--- config.mk ---
export PLATFORM = sky130hd
export DESIGN_NAME = playseq_condicionador_botoes
export DESIGN_NICKNAME = d
export VERILOG_FILES = /design/src/rtl/playseq_condicionador_botoes.sv
export SDC_FILE = /design/constraint.sdc
export NUM_CORES = 1
export LEC_CHECK = 0
export BUFFER_PORTS_ARGS = -buffer_cell sky130_fd_sc_hd__buf_2
export CAP_MARGIN = 10
export CORE_ASPECT_RATIO = 1.2
export CORE_MARGIN = 10
export CORE_UTILIZATION = 60
export DETAILED_ROUTE_END_ITERATION = 8
export GPL_TIMING_DRIVEN = 0
export PLACE_DENSITY = 0.77
export SLEW_MARGIN = 20
export SYNTH_ARGS = -nofsm -noshare
export SYNTH_HDL_FRONTEND = slang
export SYNTH_SLANG_ARGS = --single-unit
--- constraint.sdc ---
create_clock -name clock -period 4.85 [get_ports clock]
set_input_delay 0.7275 -clock clock [delete_from_list [all_inputs] [get_ports clock]]
set_output_delay 0.7275 -clock clock [all_outputs]
set_load 0.005 [all_outputs]
--- src/rtl/playseq_condicionador_botoes.sv ---
// playseq_condicionador_botoes
// Input conditioner for the PlaySeq game: synchronizes and debounces the four
// game buttons and the jogar key, validates the button pattern and produces
// one-cycle strobes for the game control unit.
//
// Optional feature macro: PLAYSEQ_REJEITA_MULTIPLAS_EN
//   defined   -> non-one-hot stable patterns are rejected with erro_multiplas
//   undefined -> every stable pattern is accepted, lowest set bit wins
//
// Handshake: tem_jogada, erro_multiplas and jogar_pulso are single-cycle
// valid strobes with no ready; the consumer must sample them on the cycle
// they are high. jogada holds its value until the next tem_jogada.
module playseq_condicionador_botoes #(
   parameter int DEBOUNCE_CICLOS = 50000
) (
   input  logic       clock,
   input  logic       reset,
   input  logic [3:0] botoes_raw,
   input  logic       jogar_raw,
   output logic [3:0] jogada,
   output logic       tem_jogada,
   output logic       jogar_pulso,
   output logic       erro_multiplas,
   output logic [3:0] botoes_estaveis,
   output logic [3:0] db_estado
);

   localparam int CNT_W = $clog2(DEBOUNCE_CICLOS);
   localparam logic [CNT_W-1:0] CNT_MAX = CNT_W'(DEBOUNCE_CICLOS - 1);

   typedef enum logic [1:0] {
      REPOUSO = 2'd0,
      FILTRA  = 2'd1,
      ACEITA  = 2'd2,
      ESPERA  = 2'd3
   } estado_t;

   estado_t          estado;
   logic [CNT_W-1:0] cnt;
   logic [3:0]       pad;

   logic [3:0]       bot_m;
   logic [3:0]       s_bot;
   logic             jog_m;
   logic             s_jog;

   logic [CNT_W-1:0] cnt_j;
   logic             jog_est;
   logic             jog_est_d;

`ifdef PLAYSEQ_REJEITA_MULTIPLAS_EN
   logic             pad_one_hot;
   // A pattern is one-hot when it is non-zero and clearing its lowest bit leaves nothing
   assign pad_one_hot = (pad != 4'd0) && ((pad & (pad - 4'd1)) == 4'd0);
`else
   logic [3:0]       pad_low;
   // Isolate the lowest set bit (two's complement trick) as the priority winner
   assign pad_low = pad & (~pad + 4'd1);
`endif

   // State code for the seven-segment debug display
   assign db_estado = {2'b00, estado};

   // Two-stage synchronizer on all five raw inputs
   always_ff @(posedge clock or negedge reset) begin
      if (!reset) begin
         bot_m <= 4'd0;
         s_bot <= 4'd0;
         jog_m <= 1'b0;
         s_jog <= 1'b0;
      end else begin
         bot_m <= botoes_raw;
         s_bot <= bot_m;
         jog_m <= jogar_raw;
         s_jog <= jog_m;
      end
   end

   // Button FSM: filter a press, accept or reject it once, then wait for a stable release
   always_ff @(posedge clock or negedge reset) begin
      if (!reset) begin
         estado          <= REPOUSO;
         cnt             <= '0;
         pad             <= 4'd0;
         jogada          <= 4'd0;
         tem_jogada      <= 1'b0;
         erro_multiplas  <= 1'b0;
         botoes_estaveis <= 4'd0;
      end else begin
         tem_jogada     <= 1'b0;
         erro_multiplas <= 1'b0;
         case (estado)
            REPOUSO: begin
               if (s_bot != 4'd0) begin
                  pad    <= s_bot;
                  cnt    <= '0;
                  estado <= FILTRA;
               end
            end
            FILTRA: begin
               if (s_bot == 4'd0) begin
                  estado <= REPOUSO;
               end else if (s_bot != pad) begin
                  // pattern moved while filtering: restart on the new pattern
                  pad <= s_bot;
                  cnt <= '0;
               end else if (cnt == CNT_MAX) begin
                  estado          <= ACEITA;
                  botoes_estaveis <= pad;
`ifdef PLAYSEQ_REJEITA_MULTIPLAS_EN
                  if (pad_one_hot) begin
                     jogada     <= pad;
                     tem_jogada <= 1'b1;
                  end else begin
                     erro_multiplas <= 1'b1;
                  end
`else
                  jogada     <= pad_low;
                  tem_jogada <= 1'b1;
`endif
               end else begin
                  cnt <= cnt + CNT_W'(1);
               end
            end
            ACEITA: begin
               // strobes were registered on entry; only arm the release filter here
               cnt    <= '0;
               estado <= ESPERA;
            end
            ESPERA: begin
               if (s_bot != 4'd0) begin
                  cnt <= '0;
               end else if (cnt == CNT_MAX) begin
                  estado          <= REPOUSO;
                  botoes_estaveis <= 4'd0;
               end else begin
                  cnt <= cnt + CNT_W'(1);
               end
            end
            default: estado <= REPOUSO;
         endcase
      end
   end

   // Jogar debouncer: toggle the stable level after a full run of disagreeing samples
   always_ff @(posedge clock or negedge reset) begin
      if (!reset) begin
         cnt_j   <= '0;
         jog_est <= 1'b0;
      end else if (s_jog == jog_est) begin
         cnt_j <= '0;
      end else if (cnt_j == CNT_MAX) begin
         jog_est <= ~jog_est;
         cnt_j   <= '0;
      end else begin
         cnt_j <= cnt_j + CNT_W'(1);
      end
   end

   // Rising-edge detector on the debounced jogar level; the extra stage aligns its latency with tem_jogada
   always_ff @(posedge clock or negedge reset) begin
      if (!reset) begin
         jog_est_d   <= 1'b0;
         jogar_pulso <= 1'b0;
      end else begin
         jog_est_d   <= jog_est;
         jogar_pulso <= jog_est & ~jog_est_d;
      end
   end

endmodule

; Yosys cells after proc, flatten, opt, wreduce, memory -nomap -nowiden
; Index checks and enable logic that the tools add are counted.
[totals]
regBits = 60
inputBits = 7
output_inout_bits = 15
wordCells = 81
[classes]
n_addsub = 3
eq_ne = 16
n_mux = 29
bitwise = 8
reduce_logical = 11
[op_table]
columns = op, n
row1 = $mux 16, 7
row2 = $pmux 16 s4, 1
row3 = $add 16x1->16 const B, 2
row4 = $eq 16x16->1 const B, 2
row5 = $mux 4, 8
row6 = $pmux 4 s2, 2
row7 = $ne 2x2->1 const B, 7
row8 = $mux 2, 6
row9 = $pmux 2 s4, 1
row10 = $reduce_and 4->1, 2
row11 = $ne 3x3->1 const B, 2
row12 = $reduce_and 6->1, 1
row13 = $not 1->1, 5
row14 = $reduce_and 5->1, 1
row15 = $add 4x1->4 const B, 1
row16 = $and 4x4->4, 1
row17 = $eq 2x2->1 const B, 2
row18 = $logic_not 4->1, 1
row19 = $mux 1, 4
row20 = $ne 4x4->1, 1
row21 = $not 4->4, 1
row22 = $reduce_and 2->1, 2
row23 = $reduce_bool 2->1, 2
row24 = $reduce_bool 4->1, 1
row25 = other kinds (4), 4

; Depth between registers and ports, before layout
[logic_depth]
ltp_word = 5
mapped_depth = 8
mapped_depth_nobuf = 6

; Least setup slack after synthesis
; No wires, ideal clock.
[synth_timing]
path_type = register -> register
startpoint = register cnt[5]
endpoint = register jogada[0]
setup_time_ns = 0.125
t_arrival_ns = 2.102
t_required_ns = 4.725
path_slack_ns = 2.623
stages_incl_launch_ff = 7
path_buffers = 1
period_less_slack_ns = 2.227
cell_sequence = dfrtp_1 -> or4b_4 -> nor4_4 -> nand2_2 -> or2_1 -> buf_6 -> mux2_4
[synth_via]
elab_chain_len = 2
[synth_rtl]
columns = element, line
row1 = "start, declared", 39  ; logic [CNT_W-1:0] cnt;
row2 = "start signal, assigned", 122  ; cnt <= cnt + CNT_W'(1);
row3 = "start signal, assigned", 137  ; cnt <= cnt + CNT_W'(1);
row4 = $eq 16x16->1, 107  ; end else if (cnt == CNT_MAX) begin
row5 = $reduce_and 4->1 (no source line), -
row6 = "end signal, assigned", 118  ; jogada <= pad_low;
row7 = "end, declared", 20  ; output logic [3:0] jogada,
; Every way passes these cells.
; A chain may end at the register's enable or synchronous reset.

; Worst setup path after layout
[layout_timing]
startpoint = register cnt[5]
endpoint = register botoes_estaveis[3]
[layout_via]
elab_chain_len = 3
elab_cells_between_ends = 4
cone_classes = 3 x eq/ne / 1 x reduce/logical
[layout_rtl]
columns = element, line
row1 = $eq 16x16->1 (*), "107, 133"
row2 = $ne 2x2->1 (no source line), -
row3 = $reduce_and 6->1 (no source line) (*), -
row4 = "end signal, assigned", 109  ; botoes_estaveis <= pad;
row5 = "end, declared", 24  ; output logic [3:0] botoes_estaveis,
; Mark *: on every way between the ends. The rest lies on a longest branch, timed or not.

==> flow_summary.yaml <==
place:
  hpwl_um: 3310
  io_buffers: 18
  gp_congestion: 0.827
  pre_cts_ws_ns: 2.45
global_route:
  grt-ovfl-total: 0
  grtUsageTotal_pct: 13.9
  grt_pass1_wl_um: 8270
  grt_max_degree: 61
  grt_pass1_vias: 1829
  antenna_found_initial: 0
synthesis:
  async_flop_share_pct: 100
  synth_seq_cells: 60
  avgSynthCellArea_sq_um: 10.9
  yosysWarnings: 0
  synth_top_area_share_pct: 55.8
  syn_inst: 247
  synthFlopType: "dfrtp_1"
  ys_types: 37
  syn_area_sq_um: 2690
  ys_seq_area_share_pct: 55.8
  synth_edf_count: 0
  yosys.area.top_type: "dfrtp_1"
  yosys-top-cells-area: "dfrtp_1 56%, xnor2_1 8.1%, nor2_1 5.6%, xor2_1 2.9%, nand2_1 2.4%"
timing:
  rsz0062_at_grt: "false"
  fin_crit_sh_pct: 50.0
  slew_headroom_pct: 53.8
  finClkSkew_ns: 0.00953
  hold_ws_ns: 0.347
  period_minus_slack_ns: 2.42
  final_hold_viol_count: 0
  worst_slew_pin_slew_ns: 0.693
  clock.fmax_mhz: 413
  setup_viol: 0
  drv_slew: 0
  fin_ws_ns: 2.43
  setup_tns_ns: 0
clock_network:
  root_buffer: "clkbuf_8"
  hold_buffers: 0
  cts-resized-gates: 0
  cts_tree: "done"
  clk_latency_ns: 0.34
  clockBufferDepth: 2
  cts_htree_levels: 3
  cts_buffers: 9
  clock-sinks: 60
  post_cts_buffers: 0
  path_clk_slew_ns: 0.07
hold_path:
  hp-class: "reg -> reg"
critical_path:
  cp-end-kind: "flip-flop"
  path_class: "reg -> reg"
  critPathRequiredTime_ns: 5.10
  cp_slowest_cell: "or4b_4"
  worstPathArrival_ns: 2.68
  worstPathCellList: "or4b_4 -> nor4_4 -> nand2_2 -> a21oi_1 -> mux2i_1"
  worstSetupStartpointType: "flip-flop"
  worstPathMaxFanout: 7
  critPathMaxStageDelay_ns: 0.56
routing:
  via_per_inst: 5.29
  wl_per_cell_um: 14.0
  antenna_left: 0
  drt-total-wl_um: 4730
  drtIter0Drc: 132
  dr.pass1.iters: 4
  vias: 1794
  drc_errors: 0
cells_and_area:
  seq_area_sq_um: 1500
  diodes: 0
  layout-drive-gt1-share_pct: 16.6
  layout.nets: 287
  final_core_util_pct: 71.9
  fillCellCount: 318
  area_growth_pct: 14.6
  multi_input_comb_area_sq_um: 1110
power_and_ir_drop:
  ir_drop_mv: 0.232
  power.density_nw_per_um2: 346
  p_leak_nw: 1.36
  total_power_mw: 1.07
die:
  num_rows: 26
  initial_core_util_pct: 62.7
  coreArea_sq_um: 4290
  dieArea_sq_um: 7580
  fp.dieW_um: 81.1
  die_y_um: 93.4
  io_pins: 22
status:
  status: "finished, final reports clean"
flow_run:
  maxCapViolCount: 0
==> path summary, 6_finish.rpt <==
path                               start            endpoint  slack, ns  depth (start not counted)
worst max-delay path              cnt[5]  botoes_estaveis[3]       2.43                          5
worst min-delay path            bot_m[2]            s_bot[2]       0.35                          0
worst max register to register    cnt[5]  botoes_estaveis[3]       2.43                          5
worst min register to register  bot_m[2]            s_bot[2]       0.35                          0
max in group asynchronous          reset            cnt_j[9]       3.95                          1
min in group asynchronous          reset           jogada[3]       0.44                          1
==> per-stage QoR <==
stage / std cells / area [sq um]
finish: 339 / 3090
global route: 339 / 3090
CTS: 339 / 3090
detailed placement: 323 / 2860
global placement: 323 / 2860
floorplan: 249 / 2700
==> placed cells by master (no fill, tap or decap), types with 5 or more instances in the layout <==
cell type  instances
dfrtp_1           60
nor2_1            40
xnor2_1           25
nand2_1           17
buf_2             17
xor2_1             9
clkbuf_8           9
nand4_1            8
nand3_1            8
inv_1              8
clkbuf_1           7
nor3_1             6
a21oi_1            5
nor4b_1            5
==> cell type report <==
class,instances,area share [%]
Multi-Input combinational cell,170,35.9
Buffer,11,1.95
Clock buffer,9,4.01
Clock inverter,7,3.24
Inverter,8,0.973
Timing Repair Buffer,18,3.00
Sequential cell,60,48.7
Tap cell,56,2.27
==> synth_stat cells (2+ instances only) <==
master	number
dfrtp_1	60
nor2_1	40
xnor2_1	25
nand2_1	17
xor2_1	9
inv_1	8
nand3_1	8
nand4_1	8
clkbuf_1	7
nor3_1	6
a21oi_1	5
nor4b_1	5
a22o_1	4
mux2_4	4
mux2i_1	4
nor3b_1	4
nor4_1	4
and4_1	3
buf_4	3
and3_1	2
ha_1	2
nor2b_1	2
o21ai_0	2
or4_1	2
==> flip-flops by register name, summed over array words and instances (netlist names), 4 cells and up, named ones only <==
register	cells
cnt	16
pad	4
jogada	4
bot_m	4
botoes_estaveis	4
s_bot	4
cnt_j	16
==> per-layer routing <==
layer / GRT usage (%) / part of all wire [%]
met1: 15.9 / 42
met2: 22.1 / 52
met3: 5.36 / 4.8
met4: 7.08 / 1.2
met5: 0 / 0
==> cells by family (layout without fill, tap and decap cells) <==
| family | Yosys count | in the layout | synth area share [%] |
|---|---|---|---|
| flops | 60 | 60 | 55.8 |
| other cells | 1 | 3 | 0.139 |
| compound gates | 15 | 15 | 3.81 |
| mux | 9 | 9 | 4.14 |
| fa+ha+maj | 2 | 2 | 0.930 |
| simple gates | 107 | 107 | 20.8 |
| xor+xnor | 34 | 34 | 11.1 |
| buf+inv | 19 | 53 | 3.35 |
==> critical path, delay by kind of cell (launching register included) <==
| kind | cells | cell delay [ns] |
|---|---|---|
| flip-flops | 1 | 0.42 |
| AO/OA/AOI/OAI | 1 | 0.49 |
| multiplexers | 1 | 0.27 |
| AND/OR/NAND/NOR | 3 | 1.17 |
==> where the power goes <==
group / internal [mW] / switching (mW)
registers: 0.512 / 0.0136
clock network: 0.292 / 0.204
logic: 0.0192 / 0.0285
total: 0.823 / 0.246
No activity file was read; power rests on OpenSTA's default activity.
